## config.mk

```make
export PLATFORM = sky130hd
export DESIGN_NAME = cpu_reset_seq
export DESIGN_NICKNAME = d
export VERILOG_FILES = /design/src/rtl/cpu_reset_seq.sv
export SDC_FILE = /design/constraint.sdc
export NUM_CORES = 1
export LEC_CHECK = 0
export CORE_MARGIN = 2
export CORE_UTILIZATION = 56
export DETAILED_ROUTE_END_ITERATION = 6
export PLACE_DENSITY = 0.89
export SLEW_MARGIN = 10
export SYNTH_ARGS = -nofsm -noshare
export SYNTH_HDL_FRONTEND = slang
export SYNTH_SLANG_ARGS = --single-unit
```

## constraint.sdc

```tcl
create_clock -name clk_cpu -period 3.35 [get_ports clk_cpu]
set_input_delay 0.67 -clock clk_cpu [delete_from_list [all_inputs] [get_ports clk_cpu]]
set_output_delay 0.67 -clock clk_cpu [all_outputs]
set_load 0.02 [all_outputs]
```

## src/rtl/cpu_reset_seq.sv

```systemverilog
// Cortex-M reset sequencer: qualifies clock-mux lock, then releases PORESETn, then SYSRESETn.
// Optional macro CPU_SYSRESETREQ_EN lets a rising SYSRESETREQ act like host_sys_req in RUN.
// Latency: numbering the first clk_cpu edge that samples locked high as edge 1, cpu_poreset_n
// rises after edge SYNC_STAGES+LOCK_STABLE_CYCLES+POR_HOLD_CYCLES, and reset_done rises
// after edge SYNC_STAGES+LOCK_STABLE_CYCLES+POR_HOLD_CYCLES+SYS_HOLD_CYCLES (the +0 case).
module cpu_reset_seq #(
  parameter int unsigned LOCK_STABLE_CYCLES = 1024,
  parameter int unsigned POR_HOLD_CYCLES    = 16,
  parameter int unsigned SYS_HOLD_CYCLES    = 8,
  parameter int unsigned SYNC_STAGES        = 2
) (
  input  logic clk_cpu,
  input  logic reset,
  input  logic locked,
  input  logic host_por_req,
  input  logic host_sys_req,
  input  logic cpu_sysresetreq,
  output logic cpu_poreset_n,
  output logic cpu_sysreset_n,
  output logic reset_done,
  output logic lock_lost
);

  localparam int unsigned MAX_PS  = (POR_HOLD_CYCLES > SYS_HOLD_CYCLES) ? POR_HOLD_CYCLES : SYS_HOLD_CYCLES;
  localparam int unsigned MAX_CYC = (LOCK_STABLE_CYCLES > MAX_PS) ? LOCK_STABLE_CYCLES : MAX_PS;
  localparam int unsigned CW      = $clog2(MAX_CYC + 1);

  localparam logic [CW-1:0] LOCK_LAST = CW'(LOCK_STABLE_CYCLES - 1);
  localparam logic [CW-1:0] POR_LAST  = CW'(POR_HOLD_CYCLES - 1);
  localparam logic [CW-1:0] SYS_LAST  = CW'(SYS_HOLD_CYCLES - 1);

  localparam logic [1:0] WAIT_LOCK = 2'd0;
  localparam logic [1:0] PO_HOLD   = 2'd1;
  localparam logic [1:0] SYS_HOLD  = 2'd2;
  localparam logic [1:0] RUN       = 2'd3;

  logic [SYNC_STAGES-1:0] lock_sync;
  logic                   lock_s;
  logic [1:0]             state, state_nx;
  logic [CW-1:0]          cnt, cnt_nx, cnt_inc;
  logic                   lost_nx;
  logic                   sys_req;

  always_ff @(posedge clk_cpu) begin
    if (reset) lock_sync <= '0;
    else       lock_sync <= {lock_sync[SYNC_STAGES-2:0], locked};
  end
  assign lock_s = lock_sync[SYNC_STAGES-1];

`ifdef CPU_SYSRESETREQ_EN
  logic req_q, req_prev;

  // req_prev resets high so a request already asserted out of reset is not seen as an edge
  always_ff @(posedge clk_cpu) begin
    if (reset) begin
      req_q    <= 1'b0;
      req_prev <= 1'b1;
    end else begin
      req_q    <= cpu_sysresetreq;
      req_prev <= req_q;
    end
  end
  assign sys_req = host_sys_req | (req_q & ~req_prev);
`else
  logic unused_sysresetreq;
  assign unused_sysresetreq = cpu_sysresetreq;
  assign sys_req            = host_sys_req;
`endif

  assign cnt_inc = (cnt == '1) ? cnt : cnt + CW'(1);

  always_comb begin
    state_nx = state;
    cnt_nx   = cnt_inc;
    lost_nx  = lock_lost;
    case (state)
      WAIT_LOCK: begin
        if (!lock_s) begin
          cnt_nx = '0;
        end else if (cnt == LOCK_LAST) begin
          state_nx = PO_HOLD;
          cnt_nx   = '0;
        end
      end
      PO_HOLD: begin
        if (cnt == POR_LAST) begin
          state_nx = SYS_HOLD;
          cnt_nx   = '0;
        end
      end
      SYS_HOLD: begin
        if (cnt == SYS_LAST) begin
          state_nx = RUN;
          cnt_nx   = '0;
        end
      end
      default: cnt_nx = '0;
    endcase

    // Event overrides, highest priority first
    if (state != WAIT_LOCK && !lock_s) begin
      state_nx = WAIT_LOCK;
      cnt_nx   = '0;
      lost_nx  = 1'b1;
    end else if (host_por_req) begin
      state_nx = WAIT_LOCK;
      cnt_nx   = '0;
    end else if (state == RUN && sys_req) begin
      state_nx = SYS_HOLD;
      cnt_nx   = '0;
    end
  end

  // Outputs are decoded from the next state so they change on the same edge as the state
  always_ff @(posedge clk_cpu) begin
    if (reset) begin
      state          <= WAIT_LOCK;
      cnt            <= '0;
      lock_lost      <= 1'b0;
      cpu_poreset_n  <= 1'b0;
      cpu_sysreset_n <= 1'b0;
      reset_done     <= 1'b0;
    end else begin
      state          <= state_nx;
      cnt            <= cnt_nx;
      lock_lost      <= lost_nx;
      cpu_poreset_n  <= (state_nx == SYS_HOLD) || (state_nx == RUN);
      cpu_sysreset_n <= (state_nx == RUN);
      reset_done     <= (state_nx == RUN);
    end
  end

endmodule

```

-- Word-level counts from Yosys, hierarchy flattened
Index checks and enable logic that the tools add are counted.
- add/subtract/negate cells: 1
- equal/unequal tests: 9
- muxes and demuxes: 14
- reductions and logical operators: 7
- operators with widths (operator ; count):
    $mux W11 ; 5
    $pmux W11 S3 ; 1
    $mux W2 ; 7
    $add A11 B1 Y11 const B ; 1
    $eq A11 B10 Y1 const B ; 1
    $eq A11 B11 Y1 const B ; 1
    $eq A11 B3 Y1 const B ; 1
    $eq A11 B4 Y1 const B ; 1
    $eq A2 B2 Y1 const B ; 4
    $pmux W2 S3 ; 1
    $reduce_or A4 Y1 ; 1
    $eq A2 B1 Y1 const B ; 1
    $logic_and A1 B1 Y1 ; 2
    $logic_not A2 Y1 ; 1
    $reduce_bool A2 Y1 ; 1
    $logic_not A1 Y1 ; 1
    $logic_or A1 B1 Y1 ; 1
- bits in registers: 18
- input port bits: 6
- output and inout port bits: 4
- logic and storage cells: 37

-- Logic depth before layout (Yosys ltp)
Gate-level depths: netlist (run 1).
- depth in word-level cells: 9
- depth in mapped cells: 6
- gate-level depth less buffers: 5

-- Worst setup path after synthesis (run 1)
OpenSTA, ideal clock, no wires.
- kind: register to register
- from: register cnt[0]
- to: register reset_done
- setup time: 70 ps
- arrival: 1600 ps
- required time: 3280 ps
- setup slack: 1680 ps
- stages on the path, launching flop included: 6
- path through: dfxtp_1 -> ha_1 -> nand3_1 -> or4_1 -> or3_1 -> a21boi_1
- longest elaborated chain between the ends: 8
- RTL lines (what ; RTL line ; text):
    from (decl) ; 40 ; logic [CW-1:0] cnt, cnt_nx, cnt_inc;
    from (signal assigned) ; 125 ; cnt <= cnt_nx;
    $eq A11 B10 Y1 ; 80 ; end else if (cnt == LOCK_LAST) begin
    $mux W2 ; 80 ;
    $mux W2 ; 78 ; if (!lock_s) begin
    $pmux W2 S3 (*) ; 76 ; case (state)
    $mux W2 (*) ; 108 ; end else if (state == RUN && sys_req) begin
    $mux W2 (*) ; 105 ; end else if (host_por_req) begin
    $mux W2 (*) ; 101 ; if (state != WAIT_LOCK && !lock_s) begin
    $eq A2 B2 Y1 (*) ; 129 ; reset_done <= (state_nx == RUN);
    to (signal assigned) ; 129 ;
    to (decl) ; 20 ; output logic reset_done,
Every way passes the cells marked *; elsewhere a longest branch is shown, timed or not.
A chain may end at the register's enable or synchronous reset.

-- Worst setup path after layout (run 1)
- from: input reset
- to: register cnt[7]
- longest elaborated chain between the ends: 1
- RTL lines (what ; RTL line ; text):
    from (decl) ; 13 ; input logic reset,
    $reduce_or A4 Y1 (no source line) ; - ;
Every way passes these cells.

==> metrics, run 1 <==
Horiz. Die Dim=42.4 microns; maximum number of pins on one net before global-route repair=11; initial antenna violation count=0; Critical R2R Launch=cnt[0]; Max Root-Sink Buffers=2; post-synthesis instance area=827 sq um; instance area after placement=910 sq um; Commonest cells post-synth=sky130_fd_sc_hd__dfxtp_1, sky130_fd_sc_hd__nor2_1, sky130_fd_sc_hd__a21oi_1; starting density of the core=0.620; R2R depth=5; WP data required=3.56 ns; post_cts resized=0; first-pass GRT wire length=2.77 mm; cts bufs inserted=3; hold path startpoint=lock_sync[0]; leading area contributor after synthesis=sky130_fd_sc_hd__dfxtp_1; hold path endpoint=lock_sync[1]; cell-by-cell listing of the critical path=clkdlybuf4s50_1 > a211oi_1 > nand4_1 > a311oi_1; Iteration-0 DRC Markers=14; data arrival time at the worst-slack endpoint=2.23 ns; hold buffer count at CTS=0; drt pass-1 iters=5; total track usage=0.208; floorplan die area=1800 sq um; buffers inserted during post-CTS setup optimization=0; met3 track utilization from global routing=0.0560; Floorplan Core Area=1330 sq um; endpoints failing setup=0; number of buffer and inverter instances along the worst setup path=1; count of mapped cells out of synthesis=90; Power per Cell Area=382 nW/um^2; clock latency at the later pin of the worst-skew pair=0.30 ns; critical path start-end classification=input pin to flop; I/O Pins=10; CP Launch Type=input pin; fin nets=107; largest driver fanout on the critical path=10; area overhead of the layout relative to synthesis=14.4%; dpl hpwl=1.15 mm; end of the worst register-to-register path=reset_done; number of vias per cell=6.54; Yosys warning total=0; top-count cell post-synth=sky130_fd_sc_hd__dfxtp_1; Max stage delay cell, worst path=sky130_fd_sc_hd__clkdlybuf4s50_1; Slew Viols, Final=0; cell types with the largest area share after synthesis=sky130_fd_sc_hd__dfxtp_1, sky130_fd_sc_hd__a211oi_1, sky130_fd_sc_hd__nor2_1, sky130_fd_sc_hd__a21oi_1, sky130_fd_sc_hd__and4_1; fraction of the yosys area taken by sequential cells=0.436; post-synth net total=97; final core utilization=0.709; setup skew after layout=0.00138 ns; proportion of netlist area held by the largest area contributor=0.436; Yosys reg bits=18; Crit path max-delay family=compound AO/OA/AOI/OAI gates; fraction of layout instances using a drive strength above 1=0.0606; net switching component of the power=0.0735 mW; Post-DRT Antenna Nets=0; CTS Root Buffer Type=sky130_fd_sc_hd__clkbuf_4; row cnt=13; status=finished, final reports clean; top flip-flop cell by instance count after synthesis=sky130_fd_sc_hd__dfxtp_1; final weighted congestion in routability-driven placement=0.885; worst hold path stage count=1; GRT Residual Overflow=0; number of sinks on the clock net=18; Leak=0.336 nW; internal reg-to-reg setup slack=1.50 ns; distinct cell type count of the synthesized netlist=36; detailed-route via count=746; actual slew at the worst max-slew pin=0.448 ns; Comb power frac=0.028; Total Wirelength=1.61 mm; Port Buffer Count=8; worst ir drop on vdd=0.268 mV; H-tree depth=1; cell-internal power=0.288 mW; clock network power share=0.374; number of global-route vias before repair=661; worst slew margin relative to its limit=0.700; shortest period the worst path allows=2.03 ns; worst hold-check path type=flop to flop; clock slew seen by the registers of the worst setup and hold paths=0.10 ns; highest-utilization routing layer at the global route stage=met2; Synth Area per Inst=9.19 sq um; Setup Total Neg Slack=0 ns; ANT cells=0; Max-cap violations=0; post-synthesis async set-or-reset flop share=0; unrepaired setup endpoints after global routing=no; post-layout instance area=946 sq um; GR Util met2=0.292; Flop pwr share=0.598; # DRC=0; met1 track demand over resource=0.262; hold violation count in the final report=0; WL per Instance=14.1 microns; clock tree from TritonCTS=built; number of enable flip-flop cells after synthesis=0; delay of the slowest cell on the worst path=0.52 ns; fraction of power spent switching nets=0.203; Max Fclk=493 MHz; height of the chip=42.4 microns; Period Utilization, post-route=0.605; Fillers=106; critical path capture point type=flop
-- cells by family after synthesis --
| family | after synthesis | share of synthesized area |
|---|---|---|
| AO/OA/AOI/OAI | 26 | 0.227 |
| XOR/XNOR | 2 | 0.0212 |
| adder cells (fa/ha/maj) | 1 | 0.0151 |
| buffers and inverters | 5 | 0.0287 |
| flip-flops | 18 | 0.436 |
| multiplexers | 2 | 0.0242 |
| AND/OR/NAND/NOR | 36 | 0.248 |
-- worst reg2reg max path, stage by stage (launching register included) --
cell and delay (ns):
sky130_fd_sc_hd__dfxtp_1 0.39, sky130_fd_sc_hd__ha_1 0.22, sky130_fd_sc_hd__nand3_1 0.15, sky130_fd_sc_hd__or4_1 0.52
sky130_fd_sc_hd__or3_1 0.35, sky130_fd_sc_hd__a21boi_1 0.15
-- flip-flops by register name, indices dropped and copies added (netlist names) --
register / count
lock_sync: 2
cpu_poreset_n: 1
lock_lost: 1
cnt: 11
reset_done: 1
state: 2
-- how the worst max path moves through the flow --
stage | start | endpoint | slack, ns | cells past startpoint
after global placement | reset | cnt[7] | 1.06 | 4
after floorplan | cnt[0] | reset_done | 1.68 | 5
after detailed placement | reset | cnt[7] | 1.00 | 4
final | reset | cnt[7] | 1.32 | 4
after CTS | reset | cnt[7] | 1.34 | 4
after global routing | reset | cnt[7] | 1.08 | 4
-- cell usage in the layout (no fill, tap or decap), drive strengths merged --
cell,count
or4,1
a311oi,2
or3,2
ha,1
a21boi,3
xor2,1
o211ai,1
mux2i,2
a31oi,2
a21bo,1
a211oi,5
a221oi,1
inv,2
a41o,1
clkbuf,4
nand4,2
o41ai,1
and2,2
a21oi,6
nand3,5
a41oi,1
xnor2,1
dfxtp,18
o21ai,1
nor2,9
and4,3
clkdlybuf4s50,8
nand2,2
nor4,3
nor3,1
o2111ai,1
and3,3
nor2b,3
-- power groups by stage --
stage / combinational, mW / sequential (mW) / clock, mW
global route: 0.0110 / 0.216 / 0.145
detailed placement: 0.00999 / 0.221 / 0
global placement: 0.00978 / 0.221 / 0
floorplan: 0.00330 / 0.221 / 0
CTS: 0.0100 / 0.216 / 0.138
finish: 0.0100 / 0.216 / 0.135
-- metal layers --
layer | vias to the layer above | part of all wire
li1 | 368 | -
met1 | 349 | 0.48
met2 | 24 | 0.46
met3 | 5 | 0.037
met4 | 0 | 0.027
met5 | - | 0
-- metrics by stage --
stage | hold WS [ns] | power (mW) | setup WS [ns] | cells
after detailed placement | 0.444 | 0.231 | 1.00 | 110
after floorplan | 0.414 | 0.224 | 1.68 | 90
after global routing | 0.481 | 0.373 | 1.08 | 114
after CTS | 0.466 | 0.364 | 1.34 | 114
final | 0.458 | 0.361 | 1.32 | 114
after global placement | 0.427 | 0.231 | 1.06 | 110
-- cell type report --
class                           instances  area [sq um]  area share
Clock buffer                            4          36.3      0.0384
Inverter                                2          7.51     0.00794
Multi-Input combinational cell         67           443       0.468
Sequential cell                        18           360       0.381
Tap cell                               15          18.8      0.0198
Timing Repair Buffer                    8          80.1      0.0847
Note: power is estimated with default switching activity, not from simulation.
==> inputs of run 2 (changes only) <==
--- a/config.mk
+++ b/config.mk
@@ -6,9 +6,9 @@
 export NUM_CORES = 1
 export LEC_CHECK = 0
 export CORE_MARGIN = 2
-export CORE_UTILIZATION = 56
+export CORE_UTILIZATION = 52
 export DETAILED_ROUTE_END_ITERATION = 6
-export PLACE_DENSITY = 0.89
+export PLACE_DENSITY = 0.84
 export SLEW_MARGIN = 10
 export SYNTH_ARGS = -nofsm -noshare
 export SYNTH_HDL_FRONTEND = slang
==> constraint.sdc (replaced) <==
create_clock -name clk_cpu -period 1.95 [get_ports clk_cpu]
set_input_delay 0.39 -clock clk_cpu [delete_from_list [all_inputs] [get_ports clk_cpu]]
set_output_delay 0.39 -clock clk_cpu [all_outputs]
set_load 0.02 [all_outputs]
==> metrics, run 2 (synthesized netlist as in run 1, its figures left out) <==
Leak=0.356 nW; maximum number of pins on one net before global-route repair=11; CP Launch Type=flop; endpoints failing setup=0; leading cell types in the layout, fill and taps excluded=sky130_fd_sc_hd__dfxtp_1, sky130_fd_sc_hd__nor2_1, sky130_fd_sc_hd__clkdlybuf4s50_1; Final WS setup=0.0745 ns; Floorplan Core Area=1510 sq um; number of vias per cell=6.27; cell-internal power=0.496 mW; clock network power share=0.363; Slew Viols, Final=0; final core utilization=0.649; data arrival time at the worst-slack endpoint=2.10 ns; largest reg by FF count=cnt; clock slew seen by the registers of the worst setup and hold paths=0.10 ns; starting density of the core=0.549; Setup Total Neg Slack=0 ns; largest driver fanout on the critical path=4; Max-cap violations=0; hold buffer count at CTS=0; setup skew after layout=0.00232 ns; worst slew margin relative to its limit=0.703; unrepaired setup endpoints after global routing=no; initial antenna violation count=0; Total Wirelength=1.70 mm; GRT Residual Overflow=0; fraction of power spent switching nets=0.193; # DRC=0; worst slack at placement=0.115 ns; total power of the final layout=0.614 mW; clock tree from TritonCTS=built; number of flip-flops under the largest register name=11; row cnt=14; Max Root-Sink Buffers=2; final weighted congestion in routability-driven placement=0.823; cts bufs inserted=3; floorplan die area=1930 sq um; Port Buffer Count=8; Comb power frac=0.032; register cell area after layout=360 sq um; net switching component of the power=0.118 mW; worst ir drop on vdd=0.489 mV; Post-DRT Antenna Nets=0; post_cts resized=0; height of the chip=43.9 microns; shortest period the worst path allows=1.88 ns; drt pass-1 iters=4; hold violation count in the final report=0; Period Utilization, post-route=0.962; status=finished, final reports clean; area overhead of the layout relative to synthesis=18.2%; fraction of layout instances using a drive strength above 1=0.0971; number of sinks on the clock net=18; ANT cells=0; Power per Cell Area=628 nW/um^2; WL per Instance=14.3 microns; Multi-input gate area=443 sq um; Fillers=122; buffers inserted during post-CTS setup optimization=0; WP data required=2.18 ns; end of the worst register-to-register path=state[0]; worst hold-check path type=flop to flop; largest registers=cnt (11), lock_sync (2), state (2); Max Fclk=533 MHz; detailed-route via count=746; clock latency at the later pin of the worst-skew pair=0.29 ns; critical path start-end classification=flop to flop; first-pass GRT wire length=2.88 mm; Iteration-0 DRC Markers=22; dpl hpwl=1.21 mm; Horiz. Die Dim=43.9 microns; total track usage=0.202; Flop pwr share=0.604; I/O Pins=10; Critical R2R Launch=cnt[0]; internal reg-to-reg setup slack=0.07 ns; critical path capture point type=flop; H-tree depth=1; number of global-route vias before repair=667; hold path endpoint=lock_sync[1]; hold path startpoint=lock_sync[0]; R2R depth=5; fin nets=111; most common cell after layout, fill and taps aside=sky130_fd_sc_hd__dfxtp_1; worst hold path stage count=1; CTS Root Buffer Type=sky130_fd_sc_hd__clkbuf_4; actual slew at the worst max-slew pin=0.442 ns
[run 2: how the worst max path moves through the flow]
stage	end	slack [ns]	depth (start not counted)	start
after floorplan	reset_done	0.28	5	cnt[0]
after global placement	reset_done	0.15	5	cnt[0]
after detailed placement	state[0]	0.11	5	cnt[0]
after CTS	state[0]	0.07	5	cnt[0]
after global routing	state[0]	0.01	5	cnt[0]
final	state[0]	0.07	5	cnt[0]
[run 2: area by class of cell]
class / instances / share of cell area
inverter: 2 / 0.00768
clock buffer: 4 / 0.0371
timing repair buffer: 12 / 0.113
tap: 16 / 0.0205
multi-input combinational: 67 / 0.453
sequential: 18 / 0.369
[run 2: critical path, cell delays in order, from the launching register on]
cell,delay (ns)
sky130_fd_sc_hd__dfxtp_1,0.40
sky130_fd_sc_hd__ha_1,0.22
sky130_fd_sc_hd__nand3_1,0.16
sky130_fd_sc_hd__or4_1,0.52
sky130_fd_sc_hd__or3_1,0.36
sky130_fd_sc_hd__a21oi_1,0.16
[run 2: routing by layer]
| layer | GRT usage | routed length (microns) |
|---|---|---|
| met1 | 0.271 | 761 |
| met2 | 0.321 | 808 |
| met3 | 0.0250 | 100 |
| met4 | 0.0909 | 33 |
| met5 | 0 | 0 |
[run 2: power groups by stage]
stage	logic, mW	registers [mW]	clock network, mW
after global placement	0.0189	0.380	0
after floorplan	0.00567	0.379	0
after global routing	0.0215	0.372	0.244
final	0.0199	0.371	0.223
after detailed placement	0.0194	0.380	0
after CTS	0.0199	0.371	0.230
[run 2: per-stage QoR]
step	hold slack [ns]	std cells	area, sq um
after floorplan	0.414	90	827
after global placement	0.418	115	941
after detailed placement	0.427	115	941
after CTS	0.451	119	977
after global routing	0.459	119	977
final	0.446	119	977
